### src/rtl/drfuzz_pkg.sv
// Shared types and sizing helpers for the coverage run controller.
package drfuzz_pkg;

  typedef enum logic [2:0] {
    IDLE  = 3'd0,
    META  = 3'd1,
    RST   = 3'd2,
    RUN   = 3'd3,
    DRAIN = 3'd4
  } state_e;

  function automatic int num_words(input int cover_w, input int out_w);
    return (cover_w + out_w - 1) / out_w;
  endfunction

  function automatic int padded_w(input int cover_w, input int out_w);
    return num_words(cover_w, out_w) * out_w;
  endfunction

endpackage

### src/rtl/drfuzz_popcount.sv
// Combinational count of set bits in a W-bit vector.
module drfuzz_popcount #(
  parameter int W    = 32,
  parameter int CntW = $clog2(W + 1)
) (
  input  logic [W-1:0]    i_vec,
  output logic [CntW-1:0] o_cnt
);

  always_comb begin
    o_cnt = '0;
    for (int i = 0; i < W; i++) begin
      o_cnt = o_cnt + CntW'(i_vec[i]);
    end
  end

endmodule

### src/rtl/drfuzz_cover_collector.sv
// Fuzz-run sequencer: resets and runs the DUT, collects sticky coverage,
// streams the run map and merges it into a cumulative map.
//
//   state | meaning
//   IDLE  | DUT held in reset, waiting for start; cumulative clear allowed
//   META  | meta reset asserted for MetaRstCycles cycles
//   RST   | plain reset asserted for DutRstCycles cycles
//   RUN   | DUT free-running for run_len cycles, cover_i ORed into run map
//   DRAIN | run map streamed word by word and merged into cumulative map
module drfuzz_cover_collector
  import drfuzz_pkg::*;
#(
  parameter int CoverW        = 172,
  parameter int OutW          = 32,
  parameter int CycleW        = 32,
  parameter int MetaRstCycles = 4,
  parameter int DutRstCycles  = 4,
  localparam int CntW         = $clog2(CoverW + 1)
) (
  input  logic              clk_i,
  input  logic              rst_i,
  input  logic              start_i,
  input  logic [CycleW-1:0] run_len_i,
  input  logic              clear_cum_i,
  output logic              busy_o,
  output logic              done_o,
  output logic              dut_meta_rst_no,
  output logic              dut_rst_no,
  input  logic [CoverW-1:0] cover_i,
  output logic              m_valid_o,
  input  logic              m_ready_i,
  output logic [OutW-1:0]   m_data_o,
  output logic              m_last_o,
  output logic [CntW-1:0]   new_cnt_o,
  output logic [CntW-1:0]   total_cnt_o
);

  localparam int NumWords = num_words(CoverW, OutW);
  localparam int PadW     = padded_w(CoverW, OutW);
  localparam int IdxW     = (NumWords > 1) ? $clog2(NumWords) : 1;
  localparam int PopW     = $clog2(OutW + 1);

  state_e            r_state;
  state_e            w_state_nxt;
  logic [CycleW-1:0] r_run_len;
  logic [CycleW-1:0] r_timer;
  logic [IdxW-1:0]   r_word_idx;
  logic [CntW-1:0]   r_new_cnt;
  logic [CntW-1:0]   r_total_cnt;
  logic              r_done;
  logic [OutW-1:0]   r_run_map [NumWords];
  logic [OutW-1:0]   r_cum_map [NumWords];

  logic [PadW-1:0]   w_cover_pad;
  logic [OutW-1:0]   w_cover_words [NumWords];
  logic [OutW-1:0]   w_cur_word;
  logic [OutW-1:0]   w_new_bits;
  logic [PopW-1:0]   w_pop;
  logic              w_tc;
  logic              w_last;
  logic              w_beat;

  // Pad bits above CoverW are forced to zero so the last word streams clean.
  assign w_cover_pad = PadW'(cover_i);

  always_comb begin
    for (int w = 0; w < NumWords; w++) begin
      w_cover_words[w] = w_cover_pad[w*OutW +: OutW];
    end
  end

  assign w_cur_word = r_run_map[r_word_idx];
  assign w_new_bits = w_cur_word & ~r_cum_map[r_word_idx];
  assign w_tc       = (r_timer == '0);
  assign w_last     = (r_word_idx == IdxW'(NumWords - 1));
  assign w_beat     = (r_state == DRAIN) && m_ready_i;

  drfuzz_popcount #(
    .W    (OutW),
    .CntW (PopW)
  ) u_popcount (
    .i_vec (w_new_bits),
    .o_cnt (w_pop)
  );

  always_ff @(posedge clk_i) begin
    if (rst_i) begin
      r_state <= IDLE;
    end else begin
      r_state <= w_state_nxt;
    end
  end

  always_comb begin
    w_state_nxt = r_state;
    case (r_state)
      IDLE:    if (start_i) w_state_nxt = META;
      META:    if (w_tc) w_state_nxt = RST;
      RST:     if (w_tc) w_state_nxt = (r_run_len == '0) ? DRAIN : RUN;
      RUN:     if (w_tc) w_state_nxt = DRAIN;
      DRAIN:   if (w_beat && w_last) w_state_nxt = IDLE;
      default: w_state_nxt = IDLE;
    endcase
  end

  always_ff @(posedge clk_i) begin
    if (rst_i) begin
      r_run_len   <= '0;
      r_timer     <= '0;
      r_word_idx  <= '0;
      r_new_cnt   <= '0;
      r_total_cnt <= '0;
      r_done      <= 1'b0;
      for (int w = 0; w < NumWords; w++) begin
        r_run_map[w] <= '0;
        r_cum_map[w] <= '0;
      end
    end else begin
      r_done <= 1'b0;
      case (r_state)
        IDLE: begin
          if (clear_cum_i) begin
            r_total_cnt <= '0;
            for (int w = 0; w < NumWords; w++) r_cum_map[w] <= '0;
          end
          if (start_i) begin
            r_run_len  <= run_len_i;
            r_new_cnt  <= '0;
            r_word_idx <= '0;
            r_timer    <= CycleW'(MetaRstCycles - 1);
            for (int w = 0; w < NumWords; w++) r_run_map[w] <= '0;
          end
        end
        META: begin
          r_timer <= w_tc ? CycleW'(DutRstCycles - 1) : r_timer - 1'b1;
        end
        RST: begin
          // With run_len = 0 the reload value is never used.
          r_timer <= w_tc ? r_run_len - 1'b1 : r_timer - 1'b1;
        end
        RUN: begin
          if (!w_tc) r_timer <= r_timer - 1'b1;
          for (int w = 0; w < NumWords; w++) begin
            r_run_map[w] <= r_run_map[w] | w_cover_words[w];
          end
        end
        DRAIN: begin
          if (w_beat) begin
            r_new_cnt             <= r_new_cnt + CntW'(w_pop);
            r_total_cnt           <= r_total_cnt + CntW'(w_pop);
            r_cum_map[r_word_idx] <= r_cum_map[r_word_idx] | w_cur_word;
            if (w_last) begin
              r_done     <= 1'b1;
              r_word_idx <= '0;
            end else begin
              r_word_idx <= r_word_idx + 1'b1;
            end
          end
        end
        default: ;
      endcase
    end
  end

  assign busy_o          = (r_state != IDLE);
  assign done_o          = r_done;
  assign dut_meta_rst_no = (r_state != META);
  assign dut_rst_no      = (r_state == RUN) || (r_state == DRAIN);
  assign m_valid_o       = (r_state == DRAIN);
  assign m_data_o        = w_cur_word;
  assign m_last_o        = (r_state == DRAIN) && w_last;
  assign new_cnt_o       = r_new_cnt;
  assign total_cnt_o     = r_total_cnt;

endmodule

### config.mk
export PLATFORM = sky130hd
export DESIGN_NAME = drfuzz_cover_collector
export DESIGN_NICKNAME = d
export VERILOG_FILES = /design/src/rtl/drfuzz_pkg.sv /design/src/rtl/drfuzz_popcount.sv /design/src/rtl/drfuzz_cover_collector.sv
export SDC_FILE = /design/constraint.sdc
export NUM_CORES = 1
export LEC_CHECK = 0
export ABC_AREA = 1
export BUFFER_PORTS_ARGS = -buffer_cell sky130_fd_sc_hd__buf_2
export CORE_MARGIN = 3
export CORE_UTILIZATION = 40
export DETAILED_ROUTE_END_ITERATION = 10
export HOLD_SLACK_MARGIN = 0.1
export SETUP_SLACK_MARGIN = 0.1
export SYNTH_ARGS = -nofsm -noshare
export SYNTH_HDL_FRONTEND = slang
export SYNTH_HIERARCHICAL = 1
export SYNTH_SLANG_ARGS = --single-unit
### constraint.sdc
create_clock -name clk_i -period 20.7 [get_ports clk_i]
set_clock_uncertainty 0.15 [all_clocks]
set_input_delay 2.07 -clock clk_i [delete_from_list [all_inputs] [get_ports clk_i]]
set_output_delay 2.07 -clock clk_i [all_outputs]
set_load 0.005 [all_outputs]
Word level (Yosys, flattened, before mapping)
Memories as Yosys holds them, arrays and structs flattened. A register that Yosys moved wholly into a read port is not among the register bits.
Index checks and enable logic that the tools add are counted.
- register bits after elaboration: 87
- RAM bits: 384
- memories: 2
- memories (memory ; depth ; width ; read ports ; clocked after Yosys merged registers in ; write ports ; line ; source):
    r_cum_map ; 6 ; 32 ; 1 ; 1 ; 6 ; drfuzz_cover_collector.sv:52 ; logic [OutW-1:0] r_cum_map [NumWords];
    r_run_map ; 6 ; 32 ; 7 ; 1 ; 6 ; drfuzz_cover_collector.sv:51 ; logic [OutW-1:0] r_run_map [NumWords];
- $add $sub $neg: 36
- equality and inequality tests: 14
- mux-type cells: 65
- bitwise operators: 29
- reduce and logical (&&, ||, !) cells: 17
- operators by type and width (operator ; number):
    $mux 32 ; 23
    $or 32x32->32 ; 6
    $add 6x1->6 ; 30
    $pmux 32 s4 ; 1
    $logic_not 32->1 ; 2
    $sub 32x1->32 const B ; 2
    $mux 3 ; 14
    $and 32x32->32 ; 1
    $mux 8 ; 4
    $not 32->32 ; 1
    $or 32x12->32 ; 1
    $pmux 8 s2 ; 2
    $reduce_or 32->1 ; 1
    $mux 1 ; 19
    $or 1x1->1 ; 18
    $add 8x6->8 ; 2
    $pmux 3 s5 ; 1
    $ne 2x2->1 const B ; 6
    $reduce_and 3->1 ; 3
    $eq 3x2->1 const B ; 2
    $eq 3x3->1 const B ; 2
    $pmux 3 s2 ; 1
    $reduce_and 5->1 ; 1
    $ne 2x1->1 const B ; 2
    other kinds (13) ; 16

Logic depth before layout (Yosys ltp)
Gate-level depths: netlist of run 1.
- depth after elaboration: 36
- gate-level depth with buffers: 37

Hierarchy
The synthesis of run 1 kept the hierarchy.
- modules (own cells, without submodules) (module ; times used ; cells an instance ; area each (um^2)):
    drfuzz_cover_collector ; 1 ; 2845 ; 25042.8
    drfuzz_popcount ; 1 ; 101 ; 854.6

Worst setup path after synthesis of run 1
No wires, ideal clock.
- path kind: input-to-reg
- start: in rst_i
- end: mem r_run_map[0][0] (enable)
- arrival: 5754 ps
- data required time: 19224 ps
- setup slack: 13469 ps
- stages on the path: 6
- buffers on the path: 3
- cells stage by stage: clkbuf_1 > inv_1 > nand2_1 > clkbuf_1 > clkbuf_1 > nand2_1
- RTL lines (element ; line ; source):
    start: declaration ; drfuzz_cover_collector.sv:21 ; input logic rst_i,
    end: declaration ; drfuzz_cover_collector.sv:51 ;

==> out/qor.txt, run 1 <==
Nets: 3,410
Seq/Total Area, Yosys: 56.6%
Xor and xnor area share after synthesis: 0.879%
Cell Area, Synth: 25,900 sq um
Number of max-cap violations: 0
Maximum clock frequency: 112 MHz
GRT Util Overall: 23.0%
Largest fanout on the critical path: 71
Mux contribution to synthesized area: 0%
Area of the die: 67,800 sq um
CP most frequent cell: fa_1
CTS sink count: 518
Drt total wl: 79.9 mm
Num CTS Buffers: 56
Routed vias: 21,500
Tcrit/Tclk final: 43.1%
DRC Markers: 0
First-pass GRT wire length: 120 mm
CTS tree: done
Vias per std cell: 5.30
# port buffers: 262
Post-synth EDFFs: 428
Seq pwr share: 27.6%
Endpoints failing hold: 0
Initial Util: 40.8%
Mapped Avg Cell Area: 8.79 sq um
Synth top area share: 49.6%
Power Density: 181 nW/um^2
Largest net degree at the start of global routing: 104
Mapped Cells: 2,946
Critical path class: register to register
Ys async rst share: 0%
Min cycle time layout: 8.93 ns
Reg clk slew, reported paths: 0.06 ns
Crit. End Element: register
Flops & latches, synth: 518
Sw frac: 46.0%
Share of layout cells above drive strength 1: 14.0%
P_leak: 12.8 nW
Final ANT Viol Nets: 0
NetSw: 2.48 mW
Yosys warnings: 6
Iter 0 DRT Violations: 2,059
Finish-stage setup viols: 0
Area Growth Syn to Fin: 14.7%
Via count of the first global-routing pass: 20,600
Post-synthesis adder-cell area fraction: 3.07%
Synth cell types: 45
Fin Setup TNS: 0 ns
Crit path DAT: 9.25 ns
Min-Delay Path Class: register to register
Ys flop type: edfxtp_1
Outcome: completed
Synth area leader: edfxtp_1
Max H-tree Level: 2
Clock power share: 18.7%
Average wire per standard cell: 19.8 microns
Req. time, crit path: 21.02 ns
Post-CTS setup buffers: 0
Slew @ Worst Pin: 1.14 ns
Critical path's slowest cell: buf_4
Skew-Pair Late Insertion Delay: 0.63 ns
Net Count, Synth: 3,203
Site Rows: 92
CP top delay family: adder cells
Die W: 260 microns
Slew margin rel.: 24.3%
Unrepaired setup endpoints after global routing: no
# IOs: 263
Hold buffer count at CTS: 0
Initial antenna violation count: 3
Root buffer cell: clkbuf_16
Gr ovfl total: 0
Core area: 63,500 sq um
DP Wirelength: 53.1 mm
CP startpoint kind: register
Chip height: 260 microns
RD Place Congestion: 0.905
PostCTS Resize Cnt: 0
Reg2reg setup slack: 11.77 ns
Internal Power: 2.91 mW
Slew Limit Fails: 0
Synth top area cells: edfxtp_1, nor2_1, dfxtp_1
Largest family of logic cells by synthesized area: simple AND/OR/NAND/NOR gates
Max clock buf depth: 3
Finished Core Util: 46.8%
Worst Path Buf+Inv: 7
Critical Path Max Stage Delay: 0.68 ns
Antenna fix cells: 0
Post-synthesis simple-gate area fraction: 21.8%
Compound-gate portion of the synthesized area: 11.0%
VDD IR max: 0.248 mV
Combinational power share: 53.6%
Drt pass-1 iters: 6
placed cells by master (no fill, tap or decap), types with 15 or more instances in the layout:
| cell type | count |
|---|---|
| edfxtp_1 | 428 |
| o22ai_1 | 56 |
| nand2_1 | 350 |
| nor2_1 | 843 |
| o21ai_1 | 36 |
| nand4_1 | 20 |
| buf_2 | 262 |
| o21ai_0 | 283 |
| inv_1 | 260 |
| clkbuf_16 | 57 |
| ha_1 | 22 |
| o221ai_1 | 20 |
| nor3_1 | 15 |
| inv_2 | 32 |
| fa_1 | 26 |
| buf_4 | 28 |
| dfxtp_1 | 87 |
| xor2_1 | 24 |
| nor2_2 | 18 |
| a21oi_1 | 109 |
| nand3_1 | 112 |
layer usage:
metal / share of wire (%) / vias to the layer above / track usage, % / wire [microns]
met5: 0.026 / - / 0 / 21
met4: 2.7 / 4 / 7.31 / 2130
met3: 7.4 / 127 / 3.88 / 5900
met2: 46 / 801 / 36.3 / 36900
met1: 44 / 10300 / 32.3 / 34900
li1: - / 10200 / - / -
tightest hold or removal path, delay by kind of cell, from the launching register on:
kind             cells  cell delay, ns
flip-flops           1            0.33
AND/OR/NAND/NOR      1            0.07
AO/OA/AOI/OAI        1            0.06
state kept, by name, indices dropped and copies added (netlist names), named ones only:
register and flops:
r_cum_map 256, r_run_map 172, r_run_len 32, r_timer 32, new_cnt_o 8, total_cnt_o 8, r_state 3, r_word_idx 3
done_o 1
Yosys cell counts (3+ instances only):
master / instances
nand2_1: 352
o221ai_1: 20
inv_1: 261
ha_1: 22
nand2_2: 6
buf_6: 4
buf_2: 39
buf_1: 5
dfxtp_1: 90
fa_1: 26
edfxtp_1: 428
nand4_1: 20
clkbuf_1: 87
nor2_4: 6
nor2_1: 843
o21ai_1: 36
or2_2: 3
inv_2: 32
o211ai_1: 14
nor2_2: 18
o22ai_1: 56
xor2_1: 24
nand3b_1: 3
nor3_1: 15
buf_4: 5
and2_1: 5
a21oi_1: 109
o21ai_0: 283
nand3_1: 112
cell type report:
class                           count  area [sq um]
Inverter                          294          1110
Fill cell                        6198         33800
Sequential cell                   518         14700
Timing Repair Buffer              290          1520
Clock inverter                     33           339
Tap cell                          846          1060
Multi-Input combinational cell   1993          9540
Clock buffer                       71          1490
power groups by stage:
| stage | combinational [mW] | sequential (mW) | clock (mW) |
|---|---|---|---|
| finish | 2.89 | 1.49 | 1.01 |
| global route | 3.21 | 1.51 | 1.06 |
| floorplan | 2.06 | 1.47 | 0 |
| global placement | 2.79 | 1.50 | 0 |
| CTS | 2.89 | 1.49 | 1.03 |
| detailed placement | 2.86 | 1.51 | 0 |
metrics by stage:
step | hold slack, ns | total power, mW | std cells | area [sq um] | setup slack (ns)
2_1_floorplan | 0.303 | 3.53 | 2946 | 25900 | 13.47
3_3_place_gp | 0.327 | 4.30 | 3941 | 27900 | 11.98
3_5_place_dp | 0.341 | 4.37 | 3941 | 27900 | 11.84
4_1_cts | 0.351 | 5.40 | 4045 | 29700 | 11.79
5_1_grt | 0.375 | 5.78 | 4045 | 29700 | 11.31
6_report | 0.348 | 5.39 | 4045 | 29700 | 11.77
cell families (layout without fill, tap and decap cells):
| group | after synthesis | count (layout) |
|---|---|---|
| simple gates | 1393 | 1393 |
| compound gates | 526 | 526 |
| flops | 518 | 518 |
| buf+inv | 435 | 688 |
| fa+ha+maj | 48 | 48 |
| xor+xnor | 26 | 26 |
worst paths after layout:
check                                         startpoint                         to  cells after the start
worst min-delay path            r_timer[14]$_SDFFE_PP0P_   r_timer[14]$_SDFFE_PP0P_                      2
worst min register to register  r_timer[14]$_SDFFE_PP0P_   r_timer[14]$_SDFFE_PP0P_                      2
worst max-delay path                            register  new_cnt_o[5]$_SDFFE_PP0P_                     30
worst max register to register                  register  new_cnt_o[5]$_SDFFE_PP0P_                     30
No activity file was read; power rests on OpenSTA's default activity.
==> run 2: changes to the inputs <==
==> constraint.sdc (replaced) <==
create_clock -name clk_i -period 9.3 [get_ports clk_i]
set_clock_uncertainty 0.15 [all_clocks]
set_input_delay 0.93 -clock clk_i [delete_from_list [all_inputs] [get_ports clk_i]]
set_output_delay 0.93 -clock clk_i [all_outputs]
set_load 0.005 [all_outputs]
==> run 2 against run 1 <==
Count of clock-buffer cells in the layout down 3. Sequential cell count unchanged. Global-route usage up 0.063 points. Total power grew 120%. Via count shrank 0.71%. Maximum frequency is 10% higher.
==> out/qor.txt, run 2 (synthesized netlist as in run 1, its figures left out) <==
Outcome: completed
P_leak: 12.8 nW
First-pass GRT wire length: 120 mm
CP startpoint kind: register
Worst Path Buf+Inv: 5
Final ANT Viol Nets: 0
Number of max-cap violations: 0
Gr ovfl total: 0
# port buffers: 262
Endpoint of the lowest-slack register-to-register path: new_cnt_o[5]$_SDFFE_PP0P_
Endpoints failing hold: 0
Share of layout cells above drive strength 1: 14.1%
Reg2reg setup slack: 1.20 ns
Chip height: 260 microns
Skew-Pair Late Insertion Delay: 0.63 ns
Largest fanout on the critical path: 87
DRC Markers: 0
Leading cell type in the layout, fill and taps excluded: nor2_1
Maximum clock frequency: 123 MHz
Power Density: 399 nW/um^2
Hold Crit Endpoint: r_run_len[20]$_SDFFE_PP0P_
Iter 0 DRT Violations: 1,948
Reg area: 14,700 sq um
Num CTS Buffers: 55
Initial Util: 40.8%
Area of the die: 67,800 sq um
GRT Util Overall: 23.0%
Total power: 11.8 mW
Layout fillers: 6,157
Largest register by flop count: r_cum_map
Largest net degree at the start of global routing: 182
Hold buffer count at CTS: 0
Post-CTS setup buffers: 0
Internal Power: 6.38 mW
Max clock buf depth: 3
Cell Count, Final, Fillers Out: 4,050
Site Rows: 92
CTS tree: done
NetSw: 5.47 mW
Nets: 3,413
Min cycle time layout: 8.10 ns
Finish-stage setup viols: 0
Unrepaired setup endpoints after global routing: no
Placed cells: 3,945
Sw frac: 46.2%
CP most frequent cell: fa_1
Die W: 260 microns
RD Place Congestion: 0.895
Most frequent cells in the layout: nor2_1, edfxtp_1, nand2_1, o21ai_0, buf_2
Drt pass-1 iters: 5
DP Wirelength: 52.8 mm
Reg clk slew, reported paths: 0.06 ns
Routed vias: 21,300
Multi-input gate area: 9540 sq um
Crit path DAT: 8.41 ns
Req. time, crit path: 9.62 ns
Average wire per standard cell: 19.7 microns
Finished Cell Area: 29,700 sq um
Biggest regs: r_cum_map (256), r_run_map (172)
Seq pwr share: 27.8%
Crit. End Element: register
Initial antenna violation count: 6
Finished Core Util: 46.7%
Critical path's slowest cell: nand2_1
Fin Setup TNS: 0 ns
Critical path class: register to register
Root buffer cell: clkbuf_16
Slew Limit Fails: 0
Drt total wl: 79.6 mm
VDD IR max: 0.669 mV
R2r worst-path depth: 27
Core area: 63,500 sq um
Clock power share: 18.0%
CP top delay family: adder cells
Tcrit/Tclk final: 87.1%
CTS sink count: 518
Critical Path Max Stage Delay: 0.65 ns
Hold Path Stages: 2
Vias per std cell: 5.26
Hold Startpoint: r_run_len[20]$_SDFFE_PP0P_
Slew @ Worst Pin: 1.06 ns
Combinational power share: 54.2%
Min-Delay Path Class: register to register
Placed Area: 28,000 sq um
PostCTS Resize Cnt: 0
# IOs: 263
Via count of the first global-routing pass: 20,700
Area Growth Syn to Fin: 14.6%
Max H-tree Level: 2
Number of flip-flops in the largest register: 256
Slew margin rel.: 29.3%
run 2: power by group through the flow:
stage	logic (mW)	registers [mW]	clock network, mW
after CTS	6.40	3.29	2.17
after global routing	7.18	3.34	2.25
final	6.42	3.29	2.13
after global placement	6.23	3.32	0
after detailed placement	6.37	3.34	0
after floorplan	4.58	3.28	0
run 2: metal layers:
| layer | share of wire (%) | global-route usage, % | wire length [microns] |
|---|---|---|---|
| met1 | 44 | 32.3 | 35300 |
| met2 | 46 | 36.8 | 36600 |
| met3 | 6.5 | 3.24 | 5180 |
| met4 | 3.1 | 7.65 | 2490 |
| met5 | 0.0088 | 0 | 7 |
run 2: cell type report:
| cell class | count | share of cell area (%) |
|---|---|---|
| Timing Repair Buffer | 294 | 5.35 |
| Inverter | 294 | 3.74 |
| Sequential cell | 518 | 49.4 |
| Clock buffer | 68 | 4.87 |
| Clock inverter | 33 | 0.911 |
| Tap cell | 846 | 3.57 |
| Multi-Input combinational cell | 1993 | 32.1 |
| Antenna cell | 4 | 0.0337 |
run 2: worst max path at each step:
stage,depth (start not counted),startpoint,to
CTS,27,register,new_cnt_o[5]$_SDFFE_PP0P_
global placement,27,register,new_cnt_o[5]$_SDFFE_PP0P_
floorplan,29,register,new_cnt_o[5]$_SDFFE_PP0P_
finish,27,register,new_cnt_o[5]$_SDFFE_PP0P_
detailed placement,29,register,total_cnt_o[7]$_SDFFE_PP0P_
global route,31,register,total_cnt_o[7]$_SDFFE_PP0P_
run 2: through the flow:
| stage | worst slack (ns) | hold WS, ns |
|---|---|---|
| 6_report | 1.20 | 0.354 |
| 5_1_grt | 0.757 | 0.360 |
| 4_1_cts | 1.22 | 0.353 |
| 3_5_place_dp | 1.24 | 0.340 |
| 3_3_place_gp | 1.42 | 0.327 |
| 2_1_floorplan | 2.52 | 0.303 |
run 2: tightest hold or removal path, delay by kind of cell, from the launching register on:
family          cells  cell delay (ns)
flops               1             0.33
buf+inv             1             0.07
compound gates      1             0.05
==> run 3: changes to the inputs <==
--- a/config.mk
+++ b/config.mk
@@ -6,11 +6,13 @@
 export NUM_CORES = 1
 export LEC_CHECK = 0
 export ABC_AREA = 1
+export ABC_CLOCK_PERIOD_IN_PS = 9300
 export BUFFER_PORTS_ARGS = -buffer_cell sky130_fd_sc_hd__buf_2
-export CORE_MARGIN = 3
+export CORE_MARGIN = 4
 export CORE_UTILIZATION = 40
 export DETAILED_ROUTE_END_ITERATION = 10
 export HOLD_SLACK_MARGIN = 0.1
+export PLACE_DENSITY_LB_ADDON = 0.12
 export SETUP_SLACK_MARGIN = 0.1
 export SYNTH_ARGS = -nofsm -noshare
 export SYNTH_HDL_FRONTEND = slang
==> run 3 against run 2 <==
Maximum frequency shrank 2.5%. Combinational power is essentially flat. Sequential cell count is the same. Largest power group unchanged.
==> out/qor.txt, run 3 (synthesized netlist as in run 1, its figures left out) <==
Outcome: completed
Core area: 64,200 sq um
Seq pwr share: 27.7%
Crit path DAT: 8.64 ns
Finished Core Util: 46.5%
Cell Count, Final, Fillers Out: 4,074
# IOs: 263
# port buffers: 262
R2r worst-path depth: 27
Vias per std cell: 5.18
Clock power share: 18.6%
PostCTS Resize Cnt: 0
Largest register by flop count: r_cum_map
Routed vias: 21,100
Req. time, crit path: 9.63 ns
Root buffer cell: clkbuf_16
Hold Startpoint: r_state[1]$_SDFFE_PP0P_
Slew margin rel.: 28.3%
Hold Path Stages: 2
Drt total wl: 80.2 mm
Power Density: 400 nW/um^2
Placed cells: 3,962
Finish-stage setup viols: 0
Final ANT Viol Nets: 0
Sw frac: 45.8%
Drt pass-1 iters: 5
Area Growth Syn to Fin: 15.3%
Maximum clock frequency: 120 MHz
Unrepaired setup endpoints after global routing: no
Biggest regs: r_cum_map (256), r_run_map (172)
CTS sink count: 518
Combinational power share: 53.7%
Num CTS Buffers: 59
NetSw: 5.48 mW
Layout fillers: 6,394
Max H-tree Level: 2
Largest fanout on the critical path: 67
Tcrit/Tclk final: 89.3%
Slew Limit Fails: 0
Hold buffer count at CTS: 0
Iter 0 DRT Violations: 1,750
Number of max-cap violations: 0
Reg2reg setup slack: 0.99 ns
Post-CTS setup buffers: 0
Slew @ Worst Pin: 1.08 ns
RD Place Congestion: 0.909
DP Wirelength: 53.1 mm
Max clock buf depth: 3
Site Rows: 93
Die W: 262 microns
DRC Markers: 0
Total power: 12.0 mW
GRT Util Overall: 22.4%
Via count of the first global-routing pass: 20,600
Number of flip-flops in the largest register: 256
Area of the die: 68,900 sq um
Most frequent cells in the layout: nor2_1, edfxtp_1, nand2_1, o21ai_0, buf_2
First-pass GRT wire length: 121 mm
Crit. End Element: register
Endpoints failing hold: 0
VDD IR max: 0.582 mV
Gr ovfl total: 0
Share of layout cells above drive strength 1: 14.4%
Nets: 3,425
Largest net degree at the start of global routing: 136
Internal Power: 6.47 mW
CP startpoint kind: register
Skew-Pair Late Insertion Delay: 0.63 ns
Chip height: 262 microns
Hold Crit Endpoint: r_state[1]$_SDFFE_PP0P_
Min-Delay Path Class: register to register
Initial antenna violation count: 4
Reg clk slew, reported paths: 0.06 ns
P_leak: 12.9 nW
Leading cell type in the layout, fill and taps excluded: nor2_1
Fin Setup TNS: 0 ns
CTS tree: done
Critical path class: register to register
Min cycle time layout: 8.31 ns
Average wire per standard cell: 19.7 microns
Initial Util: 40.3%
Endpoint of the lowest-slack register-to-register path: new_cnt_o[5]$_SDFFE_PP0P_
==> run 3: how the worst max path moves through the flow <==
stage	slack, ns	startpoint	end	cells past startpoint
finish	0.99	register	new_cnt_o[5]$_SDFFE_PP0P_	27
CTS	0.91	register	new_cnt_o[5]$_SDFFE_PP0P_	27
floorplan	2.52	register	new_cnt_o[5]$_SDFFE_PP0P_	29
global route	0.33	register	total_cnt_o[7]$_SDFFE_PP0P_	29
detailed placement	0.98	register	new_cnt_o[5]$_SDFFE_PP0P_	27
global placement	1.05	register	new_cnt_o[5]$_SDFFE_PP0P_	27
==> run 3: layout make-up <==
type	instances	area (sq um)	area share, %
flip-flops and latches	518	14700	49.1
multi-input cells	1993	9540	31.9
repair buffers	302	1660	5.56
clock buffers	77	1640	5.48
inverters	294	1110	3.72
well taps	855	1070	3.58
clock inverters	33	190	0.637
diodes	2	5.00	0.0168
==> run 3: power groups by stage <==
stage | sequential, mW | combinational [mW] | clock (mW)
2_1_floorplan | 3.28 | 4.58 | 0
3_3_place_gp | 3.34 | 6.20 | 0
3_5_place_dp | 3.35 | 6.35 | 0
4_1_cts | 3.30 | 6.39 | 2.28
5_1_grt | 3.35 | 7.23 | 2.37
6_report | 3.31 | 6.42 | 2.22
==> run 3: critical path, stage by stage (launching register included) <==
cell,delay (ns)
dfxtp_2,0.44
buf_4,0.69
o21ai_0,0.53
o22ai_1,0.50
nand2_1,0.17
o21ai_0,0.26
o211ai_1,0.16
inv_1,0.09
ha_1,0.22
inv_1,0.07
fa_1,0.49
fa_1,0.53
fa_1,0.43
fa_1,0.53
fa_1,0.45
fa_1,0.44
fa_1,0.48
xnor2_1,0.28
ha_1,0.34
a21oi_1,0.15
nand2_1,0.10
nand2_1,0.07
nand2_1,0.05
nand2_1,0.05
nand2_1,0.06
or2_2,0.26
nand3_1,0.07
a21oi_1,0.07
==> run 3: stage by stage <==
stage / hold slack [ns] / area [sq um] / worst slack (ns)
after global placement: 0.328 / 28000 / 1.05
after CTS: 0.347 / 29900 / 0.914
final: 0.344 / 29900 / 0.994
after floorplan: 0.303 / 25900 / 2.52
after global routing: 0.363 / 29900 / 0.330
after detailed placement: 0.334 / 28000 / 0.976
==> run 3: routing by layer <==
layer  up-vias  GRT usage [%]  part of all wire [%]
met5         -              0                     0
met4         0           5.47                   2.3
met3       101           3.98                   6.6
met2       602           37.0                    48
met1     10200           30.9                    44
li1      10200              -                     -
